**config.mk**
```make
export PLATFORM = sky130hd
export DESIGN_NAME = imm_gen_pipe
export DESIGN_NICKNAME = d
export VERILOG_FILES = /design/src/rtl/imm_gen_pkg.sv /design/src/rtl/imm_decode.sv /design/src/rtl/imm_gen_pipe.sv
export SDC_FILE = /design/constraint.sdc
export NUM_CORES = 1
export LEC_CHECK = 0
export CAP_MARGIN = 10
export CORE_MARGIN = 2
export CORE_UTILIZATION = 30
export CTS_BUF_LIST = sky130_fd_sc_hd__clkbuf_8
export CTS_CLUSTER_SIZE = 12
export DETAILED_ROUTE_END_ITERATION = 12
export PLACE_DENSITY_LB_ADDON = 0.15
export SETUP_SLACK_MARGIN = 0.1
export SLEW_MARGIN = 10
export SYNTH_ARGS = -nofsm -noshare
export SYNTH_HDL_FRONTEND = slang
export SYNTH_HIERARCHICAL = 1
export SYNTH_SLANG_ARGS = --single-unit
```
**constraint.sdc**
```tcl
create_clock -name clk -period 1.7 [get_ports clk]
set_input_delay 0.255 -clock clk [delete_from_list [all_inputs] [get_ports clk]]
set_output_delay 0.255 -clock clk [all_outputs]
set_load 0.01 [all_outputs]
```
**src/rtl/imm_gen_pkg.sv**
```systemverilog
// rtl/imm_gen_pkg.sv - shared types and opcode match constants for the LEGv8 immediate generator
package imm_gen_pkg;

  localparam int MAX_W = 64;

  typedef enum logic [2:0] {
    FMT_NONE = 3'd0,
    FMT_D    = 3'd1,
    FMT_CB   = 3'd2,
    FMT_I    = 3'd3,
    FMT_B    = 3'd4
  } fmt_e;

  localparam logic [10:0] OP_LDUR = 11'b11111000010;
  localparam logic [10:0] OP_STUR = 11'b11111000000;
  localparam logic [6:0]  OP_CB   = 7'b1011010;
  localparam logic [9:0]  OP_ADDI = 10'b1001000100;
  localparam logic [9:0]  OP_SUBI = 10'b1101000100;
  localparam logic [5:0]  OP_B    = 6'b000101;

  // imm is held at full width so the struct is usable for any DW
  typedef struct packed {
    logic [MAX_W-1:0] imm;
    fmt_e             fmt;
    logic             illegal;
  } entry_t;

endpackage

```
**src/rtl/imm_decode.sv**
```systemverilog
// rtl/imm_decode.sv - combinational LEGv8 immediate decode; B format enabled by IMM_GEN_PIPE_BTYPE_EN
module imm_decode
  import imm_gen_pkg::*;
#(
  parameter int DW = 64
) (
  input  logic [31:0]   instr,
  output logic [DW-1:0] imm,
  output fmt_e          fmt,
  output logic          illegal
);

  logic [MAX_W-1:0] imm_w;

  always_comb begin
    imm_w   = '0;
    fmt     = FMT_NONE;
    illegal = 1'b0;
    if (instr[31:21] == OP_LDUR || instr[31:21] == OP_STUR) begin
      fmt   = FMT_D;
      imm_w = MAX_W'($signed(instr[20:12]));
    end else if (instr[31:25] == OP_CB) begin
      fmt   = FMT_CB;
      imm_w = MAX_W'($signed(instr[23:5]));
    end else if (instr[31:22] == OP_ADDI || instr[31:22] == OP_SUBI) begin
      fmt   = FMT_I;
      imm_w = MAX_W'(instr[21:10]);
    end
`ifdef IMM_GEN_PIPE_BTYPE_EN
    else if (instr[31:26] == OP_B) begin
      fmt   = FMT_B;
      imm_w = MAX_W'($signed(instr[25:0]));
    end
`endif
    else begin
      illegal = 1'b1;
    end
  end

  assign imm = imm_w[DW-1:0];

`ifndef IMM_GEN_PIPE_BTYPE_EN
  logic unused_bits;
  assign unused_bits = ^{instr[24], instr[4:0]};
`endif

endmodule

```
**src/rtl/imm_gen_pipe.sv**
```systemverilog
// rtl/imm_gen_pipe.sv - decoded-immediate FIFO with valid/ready handshake and saturating illegal counter
// Optional B-format decode is enabled by IMM_GEN_PIPE_BTYPE_EN.
module imm_gen_pipe
  import imm_gen_pkg::*;
#(
  parameter int DW    = 64,
  parameter int DEPTH = 2,
  parameter int CNT_W = 8
) (
  input  logic             clk,
  input  logic             reset_n,
  input  logic             flush,
  input  logic             in_valid,
  output logic             in_ready,
  input  logic [31:0]      instr,
  output logic             out_valid,
  input  logic             out_ready,
  output logic [DW-1:0]    imm,
  output logic [2:0]       fmt,
  output logic             illegal,
  output logic [CNT_W-1:0] illegal_cnt
);

  localparam int PW = $clog2(DEPTH);
  localparam int CW = PW + 1;

  logic [DW-1:0] dec_imm;
  fmt_e          dec_fmt;
  logic          dec_illegal;
  entry_t        dec_entry;

  imm_decode #(.DW(DW)) u_decode (
    .instr   (instr),
    .imm     (dec_imm),
    .fmt     (dec_fmt),
    .illegal (dec_illegal)
  );

  assign dec_entry = '{imm: MAX_W'(dec_imm), fmt: dec_fmt, illegal: dec_illegal};

  entry_t           mem_q [DEPTH];
  entry_t           mem_d [DEPTH];
  logic [PW-1:0]    wr_ptr_q, wr_ptr_d, rd_ptr_q, rd_ptr_d;
  logic [CW-1:0]    count_q, count_d;
  logic [CNT_W-1:0] illegal_cnt_q, illegal_cnt_d;
  logic             ready_q, ready_d;
  logic             push, pop;
  entry_t           head;

  // ready_q holds in_ready low until the first edge after reset release
  assign in_ready  = ready_q && (count_q != CW'(DEPTH));
  assign out_valid = (count_q != '0);
  assign push      = in_valid && in_ready;
  assign pop       = out_valid && out_ready;
  assign head      = mem_q[rd_ptr_q];

  always_comb begin
    mem_d         = mem_q;
    wr_ptr_d      = wr_ptr_q;
    rd_ptr_d      = rd_ptr_q;
    count_d       = count_q;
    illegal_cnt_d = illegal_cnt_q;
    ready_d       = 1'b1;
    if (flush) begin
      wr_ptr_d = '0;
      rd_ptr_d = '0;
      count_d  = '0;
    end else begin
      if (push) begin
        mem_d[wr_ptr_q] = dec_entry;
        wr_ptr_d        = wr_ptr_q + PW'(1);
      end
      if (pop) begin
        rd_ptr_d = rd_ptr_q + PW'(1);
      end
      case ({push, pop})
        2'b10:   count_d = count_q + CW'(1);
        2'b01:   count_d = count_q - CW'(1);
        default: count_d = count_q;
      endcase
    end
    // a word accepted on a flush edge is dropped but still counted
    if (push && dec_illegal && illegal_cnt_q != '1) begin
      illegal_cnt_d = illegal_cnt_q + CNT_W'(1);
    end
  end

  always_ff @(posedge clk or negedge reset_n) begin
    if (!reset_n) begin
      for (int i = 0; i < DEPTH; i++) begin
        mem_q[i] <= '0;
      end
      wr_ptr_q      <= '0;
      rd_ptr_q      <= '0;
      count_q       <= '0;
      illegal_cnt_q <= '0;
      ready_q       <= 1'b0;
    end else begin
      mem_q         <= mem_d;
      wr_ptr_q      <= wr_ptr_d;
      rd_ptr_q      <= rd_ptr_d;
      count_q       <= count_d;
      illegal_cnt_q <= illegal_cnt_d;
      ready_q       <= ready_d;
    end
  end

  assign imm         = out_valid ? head.imm[DW-1:0] : '0;
  assign fmt         = out_valid ? head.fmt : FMT_NONE;
  assign illegal     = out_valid ? head.illegal : 1'b0;
  assign illegal_cnt = illegal_cnt_q;

endmodule

```
==> results.yml, run 1 <==
finish:
  multi_input_area_um2: 4170
  final_nets: 826
  regArea_um2: 3740
  nFillCells: 2143
  drive_gt1_share_pct: 56.9
  n_antenna_cell: 0
  area_growth_pct: 56.5
  fin_cells: 1125
floorplan:
  io_pins: 115
  die_h_um: 161
  start_util_pct: 30.6
  core_um2: 24300
  die_w_um: 161
  fp.dieArea_um2: 26100
  rows: 57
job:
  cap_violations: 0
clock_network:
  htreeDepth: 4
  cts_buffers: 17
  clk_pin_slew_worst_paths_ps: 90
  cts.sinks: 149
  root_buffer: "clkbuf_8"
  clock_latency_ps: 450
  clock_path_buffers: 2
  cts_tree: "done"
logic_synthesis:
  syn_nets: 648
  async_reset_ff_share_pct: 100
  synth-edff-count: 0
  synth-main-ff-cell: "dfrtp_1"
  syn_area_um2: 7440
  syn_avg_cell_area_um2: 12.2
  yosysWarnings: 6
  ys_seq_area_share_pct: 50.1
  ys_types: 47
  yosys_register_bits: 149
  synthCells: 610
routing:
  first_pass_iters: 5
  drt_iter0_drc: 225
  avgRoutedWirePerCell_um: 20.2
  postRouteAntennaNets: 0
  routed-via-count: 5342
  vias_per_cell: 4.75
  drc: 0
  wl_um: 22700
grt:
  grt_pass1_wl_um: 34800
  grt_pass1_vias: 5826
  grt-ovfl-total: 0
  antenna_found_initial: 0
  grtUsageTotal_pct: 17.7
  grt_max_degree: 54
sta:
  period_share_pct: 121
  min_period_ps: 2050
  setup_ws_ps: -352
  fin_skew_ps: 15.6
  whs_ps: 244
  report.final.slew_viol_count: 0
  fmax_mhz: 487
  setup_viol: 208
  hold_viol_final: 0
  rsz0062_at_grt: "true"
worst_setup_path:
  crit_fanout: 6
  end_kind: "output pin"
  arrival_ps: 1800
  critPathLaunchType: "register"
  crit_type: "reg2out"
  cp.required_ps: 1440
pwr:
  max-vdd-ir-drop_uv: 458
  total_leakage_power_nw: 5.23
  pwr_density_cell_nw_per_um2: 692
placement:
  place.port_buffers: 109
  detailed_place_hpwl_um: 11400
  place.gp.congestion: 0.813
  dp.cells: 1005
run_status:
  outcome: "finished, violations left"
  violations: "setup timing"
worst_hold_path:
  hold_path_class: "in2reg"
==> cells by family (layout without fill, tap and decap cells) <==
group | after synthesis | count (layout) | synth area share (%)
xor+xnor | 3 | 3 | 0.353
compound gates | 34 | 34 | 3.20
other cells | 2 | 2 | 0.101
simple gates | 129 | 129 | 8.34
flops | 149 | 149 | 50.1
mux | 209 | 209 | 30.5
buf+inv | 83 | 274 | 7.23
fa+ha+maj | 1 | 1 | 0.168
==> power by group <==
group / internal, mW / leakage (nW) / total (mW) / switching (mW)
logic: 0.897 / 2.99 / 1.63 / 0.734
registers: 3.66 / 2.05 / 3.74 / 0.0816
clock network: 1.19 / 0.194 / 2.68 / 1.49
==> per-stage QoR <==
stage / setup slack (ps) / total power [mW] / TNS, ps / utilization, % / instance area [um^2]
2_1_floorplan: -233 / 4.27 / -2590 / - / 7540
3_5_place_dp: -810 / 4.82 / -74940 / 37.0 / 8990
4_1_cts: -411 / 7.95 / -50470 / 44.7 / 10900
3_3_place_gp: -728 / 4.80 / -69860 / 37.0 / 8990
5_1_grt: -420 / 8.42 / -63710 / 47.9 / 11600
6_report: -352 / 8.06 / -48400 / 47.9 / 11600
==> per-layer routing <==
layer / routed length [um] / vias up / global-route usage, % / part of all wire [%]
li1: - / 2454 / - / -
met1: 10700 / 2794 / 24.5 / 47
met2: 11200 / 78 / 29.2 / 49
met3: 602 / 16 / 2.44 / 2.6
met4: 267 / 0 / 4.42 / 1.2
met5: 0 / - / 0 / 0
==> synth_stat cells, types with 2 or more instances <==
| cell | number | area, um^2 |
|---|---|---|
| a21oi_1 | 8 | 40.0 |
| mux2i_1 | 68 | 681 |
| nand2b_2 | 2 | 17.5 |
| xor2_1 | 3 | 26.3 |
| inv_1 | 3 | 11.3 |
| mux2_2 | 121 | 1360 |
| buf_4 | 51 | 383 |
| a221o_1 | 3 | 30.0 |
| conb_1 | 2 | 7.51 |
| nand2_1 | 14 | 52.6 |
| buf_6 | 3 | 33.8 |
| clkbuf_1 | 9 | 33.8 |
| nor2_1 | 86 | 323 |
| mux2_1 | 20 | 225 |
| o21a_1 | 3 | 22.5 |
| buf_1 | 6 | 22.5 |
| and3_1 | 3 | 18.8 |
| nand3_1 | 3 | 15.0 |
| a31oi_1 | 3 | 18.8 |
| a22oi_1 | 5 | 37.5 |
| a21o_1 | 7 | 52.6 |
| nand3b_1 | 2 | 15.0 |
| buf_2 | 10 | 50.1 |
| dfrtp_1 | 149 | 3730 |
| o21ai_0 | 2 | 10.0 |
| nand4_1 | 3 | 18.8 |
==> sequential cells by signal (all words and copies together), names as in the netlist <==
signal and cells:
mem_q 136, wr_ptr_q 1, rd_ptr_q 1, ready_q 1
count_q 2, illegal_cnt 8
==> area by class of cell <==
cell class	count	share of cell area (%)
timing repair buffer	238	25.1
clock buffer	17	2.01
tap	324	3.48
sequential	149	32.1
clock inverter	15	1.23
multi-input combinational	378	35.9
inverter	4	0.172
==> repair_timing <==
| action | in CTS | in global routing |
|---|---|---|
| endpoints found under the setup margin | 222 | 213 |
| resized for setup | 496 | 165 |
| hold buffers | 1 | 0 |
| setup buffers | 53 | 10 |
| gates cloned | 28 | 4 |
| endpoints found under the hold margin | 34 | 0 |
| pin swaps | 38 | 44 |
==> placed cells by master, fill, tap and decap left out, types with 3 or more instances in the layout <==
| cell | netlist | routed |
|---|---|---|
| a221o_1 | 3 | 3 |
| xor2_1 | 3 | 3 |
| mux2i_2 | 0 | 11 |
| nand2_1 | 14 | 12 |
| inv_6 | 0 | 6 |
| buf_16 | 0 | 27 |
| mux2i_4 | 0 | 10 |
| clkinv_4 | 0 | 4 |
| a22oi_1 | 5 | 5 |
| buf_4 | 51 | 37 |
| clkdlybuf4s50_1 | 0 | 19 |
| nand4_1 | 3 | 3 |
| clkbuf_16 | 0 | 4 |
| a31oi_1 | 3 | 3 |
| dfrtp_1 | 149 | 144 |
| nor2_1 | 86 | 54 |
| a21oi_1 | 8 | 8 |
| nand3_1 | 3 | 3 |
| mux2i_1 | 68 | 47 |
| nor2_4 | 0 | 25 |
| buf_2 | 10 | 44 |
| nor2_2 | 1 | 8 |
| o21a_1 | 3 | 3 |
| dfrtp_2 | 0 | 4 |
| buf_8 | 0 | 6 |
| clkdlybuf4s15_1 | 0 | 4 |
| clkdlybuf4s15_2 | 0 | 3 |
| buf_12 | 0 | 23 |
| clkinv_2 | 0 | 3 |
| buf_6 | 3 | 59 |
| clkbuf_8 | 0 | 17 |
| dlygate4sd2_1 | 0 | 11 |
| mux2_4 | 0 | 140 |
| a21o_1 | 7 | 6 |
==> worst paths after layout <==
kind                                        start                     to  slack, ps  depth (start not counted)
setup / recovery             rd_ptr_q$_DFFE_PN0P_                imm[55]       -350                          6
hold / removal                          instr[22]  mem_q[89]$_DFFE_PN0P_        240                          3
setup reg to reg           count_q[1]$_DFFE_PN0P_   mem_q[2]$_DFFE_PN0P_       -300                         10
hold reg to reg             mem_q[59]$_DFFE_PN0P_  mem_q[59]$_DFFE_PN0P_        510                          1
max in group asynchronous                 reset_n  mem_q[30]$_DFFE_PN0P_        820                          3
min in group asynchronous                 reset_n   mem_q[8]$_DFFE_PN0P_        270                          2
==> critical path, cell delays in order (launching register included) <==
cell,delay [ps]
dfrtp_4,530
buf_12,150
buf_12,120
buf_16,140
mux2i_1,110
nor2_1,140
buf_2,160
Note: power is estimated with default switching activity, not from simulation.
==> run 2, diff against run 1 <==
--- a/config.mk
+++ b/config.mk
@@ -11,7 +11,6 @@
 export CTS_BUF_LIST = sky130_fd_sc_hd__clkbuf_8
 export CTS_CLUSTER_SIZE = 12
 export DETAILED_ROUTE_END_ITERATION = 12
-export PLACE_DENSITY_LB_ADDON = 0.15
 export SETUP_SLACK_MARGIN = 0.1
 export SLEW_MARGIN = 10
 export SYNTH_ARGS = -nofsm -noshare
==> run 2 against run 1 <==
The run still ends with setup timing left. Setup slack better by 19 ps. Count of clock-buffer cells in the layout is 1 higher. Sequential cell count stayed put. Largest cell class unchanged.
==> results.yml, run 2 (synthesized netlist as in run 1, its figures left out) <==
run_status:
  outcome: "finished, violations left"
  violations: "setup timing"
pwr:
  p_sw_share_pct: 27.2
  p_clk_share_pct: 34.7
  power.switching_mw: 2.17
  max-vdd-ir-drop_uv: 454
  p_seq_share_pct: 46.8
  comb_power_share_pct: 18.5
  pwr_density_cell_nw_per_um2: 720
  total_leakage_power_nw: 5.15
  internal-power_mw: 5.81
placement:
  place.port_buffers: 109
  detailed_place_hpwl_um: 11100
  place.gp.congestion: 0.805
  dp.cells: 1025
  place_ws_ps: -763
worst_setup_path:
  r2r-end: "mem_q[93]$_DFFE_PN0P_"
  ff2ff_path_depth: 9
  crit_type: "reg2out"
  crit_fanout: 7
  arrival_ps: 1780
  r2r_setup_slack_ps: -230
  end_kind: "output pin"
  critPathLaunchType: "register"
  cp.required_ps: 1440
  r2r-start: "count_q[1]$_DFFE_PN0P_"
sta:
  fin_skew_ps: 20.3
  period_share_pct: 120
  setup_viol: 208
  min_period_ps: 2030
  rsz0062_at_grt: "true"
  hold_viol_final: 0
  setup_ws_ps: -333
  fmax_mhz: 492
  report.final.slew_viol_count: 0
floorplan:
  die_w_um: 161
  core_um2: 24300
  io_pins: 115
  die_h_um: 161
  fp.dieArea_um2: 26100
  rows: 57
  start_util_pct: 30.6
routing:
  avgRoutedWirePerCell_um: 17.9
  first_pass_iters: 4
  routed-via-count: 5276
  wl_um: 20200
  vias_per_cell: 4.68
  drc: 0
  drt_iter0_drc: 254
  postRouteAntennaNets: 0
clock_network:
  cts_tree: "done"
  clk_pin_slew_worst_paths_ps: 90
  root_buffer: "clkbuf_8"
  cts.sinks: 149
  clock_latency_ps: 450
  htreeDepth: 4
  cts_buffers: 17
  clock_path_buffers: 2
finish:
  final_cell_mix: "dfrtp_1, mux2_4, nor2_1"
  drive_gt1_share_pct: 53.5
  fin_cells: 1128
  n_antenna_cell: 0
  layout_commonest_cell: "dfrtp_1"
  largest_reg_flops: 136
  largest_register: "mem_q"
  final_nets: 829
  area_growth_pct: 49.0
grt:
  grt_pass1_wl_um: 31700
  antenna_found_initial: 0
  grt_pass1_vias: 5652
  grtUsageTotal_pct: 15.6
  grt-ovfl-total: 0
  grt_max_degree: 52
worst_hold_path:
  hold_path_end: "mem_q[89]$_DFFE_PN0P_"
  min_from: "instr[22]"
  whs_path_depth: 3
  hold_path_class: "in2reg"
job:
  cap_violations: 0
## run 2: metrics by stage
stage          hold slack, ps  utilization (%)  area (um^2)  setup TNS [ps]  power, mW
6_report                  230             45.6        11100          -36700       7.98
2_1_floorplan           -40.6                -         7540           -2590       4.27
3_5_place_dp              185             37.5         9130          -71720       4.84
3_3_place_gp              185             37.5         9130          -68360       4.82
4_1_cts                   157             44.0        10700          -56990       7.90
5_1_grt                   192             45.6        11100          -52730       8.34
## run 2: power by group through the flow
stage	clock (mW)	combinational [mW]	sequential (mW)
4_1_cts	2.85	1.32	3.73
3_3_place_gp	0	0.969	3.86
2_1_floorplan	0	0.421	3.85
6_report	2.77	1.47	3.74
3_5_place_dp	0	0.977	3.86
5_1_grt	3.00	1.58	3.75
## run 2: area by class of cell
class                   count  area [um^2]
clock inverters            14          139
clock buffers              18          248
fillers                  2213        13200
multi-input cells         378         4010
well taps                 324          405
flip-flops and latches    149         3740
repair buffers            241         2530
inverters                   4         17.5
## run 2: how the worst max path moves through the flow
| stage | start | end | slack [ps] |
|---|---|---|---|
| floorplan | instr[22] | illegal_cnt[4]$_DFFE_PN0P_ | -230 |
| global placement | instr[26] | illegal_cnt[5]$_DFFE_PN0P_ | -730 |
| detailed placement | instr[27] | illegal_cnt[7]$_DFFE_PN0P_ | -760 |
| CTS | rd_ptr_q$_DFFE_PN0P_ | imm[43] | -440 |
| global route | rd_ptr_q$_DFFE_PN0P_ | imm[28] | -440 |
| finish | rd_ptr_q$_DFFE_PN0P_ | imm[28] | -330 |
## run 2: routing by layer
| metal | up-vias | share of wire [%] | global-route usage, % |
|---|---|---|---|
| li1 | 2454 | - | - |
| met2 | 106 | 47 | 24.1 |
| met3 | 13 | 4.1 | 3.78 |
| met1 | 2703 | 48 | 21.9 |
| met4 | 0 | 1.2 | 3.98 |
| met5 | - | 0 | 0 |
## run 2: repair_timing
item                                    4_1_cts  5_1_grt
gates resized for setup                     410      180
buffers inserted                             45       21
endpoints found under the setup margin      222      213
cloned                                       15        3
pin swaps                                    23       25
hold buffers                                  1        0
hold endpoints to repair                     29        0
## run 2: critical path: stages (launching register included)
cell and delay (ps):
dfrtp_4 530, buf_12 170, clkbuf_16 170, buf_6 120, mux2i_1 100, nor2_1 100, buf_2 130
==> run 3, diff against run 2 <==
--- a/config.mk
+++ b/config.mk
@@ -11,6 +11,7 @@
 export CTS_BUF_LIST = sky130_fd_sc_hd__clkbuf_8
 export CTS_CLUSTER_SIZE = 12
 export DETAILED_ROUTE_END_ITERATION = 12
+export HOLD_SLACK_MARGIN = 0.03
 export SETUP_SLACK_MARGIN = 0.1
 export SLEW_MARGIN = 10
 export SYNTH_ARGS = -nofsm -noshare
==> results of run 3 <==
The final DEF is identical to that of run 2; final timing and power are the same.
==> patch: new RTL, config.mk and constraints of run 3 <==
The option `IMM_GEN_PIPE_BTYPE_EN` is turned on by a define.
--- a/src/rtl/imm_decode.sv
+++ b/src/rtl/imm_decode.sv
@@ -1,3 +1,5 @@
 // rtl/imm_decode.sv - combinational LEGv8 immediate decode; B format enabled by IMM_GEN_PIPE_BTYPE_EN
+`define IMM_GEN_PIPE_BTYPE_EN
+
 module imm_decode
   import imm_gen_pkg::*;
Formal check against the unedited RTL: not equivalent (a bounded check fails within 4 cycles, from zero or initial values and one cycle with reset_n low).
==> patch against run 3 <==
- the run still ends with setup timing left
- setup slack gained 0.019 ns
- total power grew 6.1%
- combinational power grew 7%
- first-iteration DRC count grew 1.6%
- critical path depth shrank 1
- clock power grew 13%
- final area grew 3.7%
- routed wire length grew 5.5%
- final cell count grew 3.8%
- die area grew 1.6%
- utilization grew 0.46 points
- synthesized area grew 1.7%
- count of clock-buffer cells in the layout grew 2
- sequential cell count is the same
==> patch: results <==
{
  "cp.arrival_ns": 1.76,
  "crit_slowest_cell": "dfrtp_4",
  "place_congestion": 0.804,
  "synth_cell_types": 45,
  "dr.pass1.iters": 7,
  "grtUsageTotal_pct": 16.8,
  "whs_path_depth": 5,
  "r2r_slack_ns": -0.15,
  "path_delay_family": "flip-flops",
  "status": "complete, but fails checks",
  "synthTopCellsByCount": "149 x dfrtp_1, 121 x mux2_2, 75 x nor2_1, 68 x mux2i_1, 44 x nand2_1",
  "diodes": 0,
  "layout-drive-gt1-share_pct": 52.9,
  "grt_first_pass_wirelength_um": 34200,
  "ctsHoldBuffers": 1,
  "place_inst": 1069,
  "grt_util_met1_pct": 23.6,
  "wl_met3_um": 896,
  "synth_top_cells_by_area": "dfrtp_1 49%, mux2_2 18%, mux2i_1 9.0%, buf_4 4.3%, nor2_1 3.7%",
  "setup_ws_ns": -0.313,
  "finalPower_mw": 8.47,
  "setup_viol": 192,
  "grt_overflow": 0,
  "port_buffers": 114,
  "grt_start_max_net_pins": 47,
  "dr_wl_met2_um": 10300,
  "wl_met1_um": 9960,
  "grt.met2_usage_pct": 26.9,
  "synth_fp_nets": 670,
  "clk-power_mw": 3.12,
  "worstReg2RegEnd": "mem_q[24]$_DFFE_PN0P_",
  "cts_resized": 483,
  "fin_cells": 1171,
  "worst_ir_drop_vdd_mv": 0.446,
  "num-nets-final": 866,
  "regMostFlops": "mem_q",
  "worstReg2RegStart": "count_q[0]$_DFFE_PN0P_",
  "critical_path.endpoint": "imm[60]",
  "globalRouteMet3Util_pct": 3.44,
  "postSynthCellCount": 632,
  "ys_seq_area_share_pct": 49.3,
  "hold_end": "mem_q[28]$_DFFE_PN0P_",
  "vias": 5565,
  "violations": "setup timing",
  "drt_wl_total_um": 21300,
  "first_iter_violations": 258,
  "dp_hpwl_um": 12200,
  "min_from": "instr[24]",
  "p_leak_nw": 5.35,
  "fin_setup_tns_ns": -24.26,
  "grt_pass1_vias": 5862,
  "critPathMaxFanout": 4,
  "fin_skew_ns": 0.0122
}
[patch: area by class of cell]
class | instances | area, sq um
Clock inverter | 12 | 175
Fill cell | 2249 | 13500
Timing Repair Buffer | 252 | 2720
Tap cell | 330 | 413
Multi-Input combinational cell | 406 | 4170
Inverter | 2 | 10.0
Clock buffer | 20 | 275
Sequential cell | 149 | 3730
[patch: logic make-up after synthesis]
logic type,synth area share (%)
and+or+nand+nor,10.3
other,0.0496
DFF,49.3
buffers and inverters,6.77
AOI/OAI and AO/OA,3.08
adders and majority gates,0.165
muxes,30.0
xor gates and xnor gates,0.347
[patch: through the flow]
stage	cell area, sq um	setup WS (ns)	hold slack (ns)	util, %
CTS	11300	-0.391	0.295	45.3
detailed placement	9740	-1.03	0.252	39.0
floorplan	8030	-0.325	-0.0406	-
finish	11500	-0.313	0.305	46.0
global route	11500	-0.400	0.281	46.0
global placement	9740	-1.00	0.254	39.0
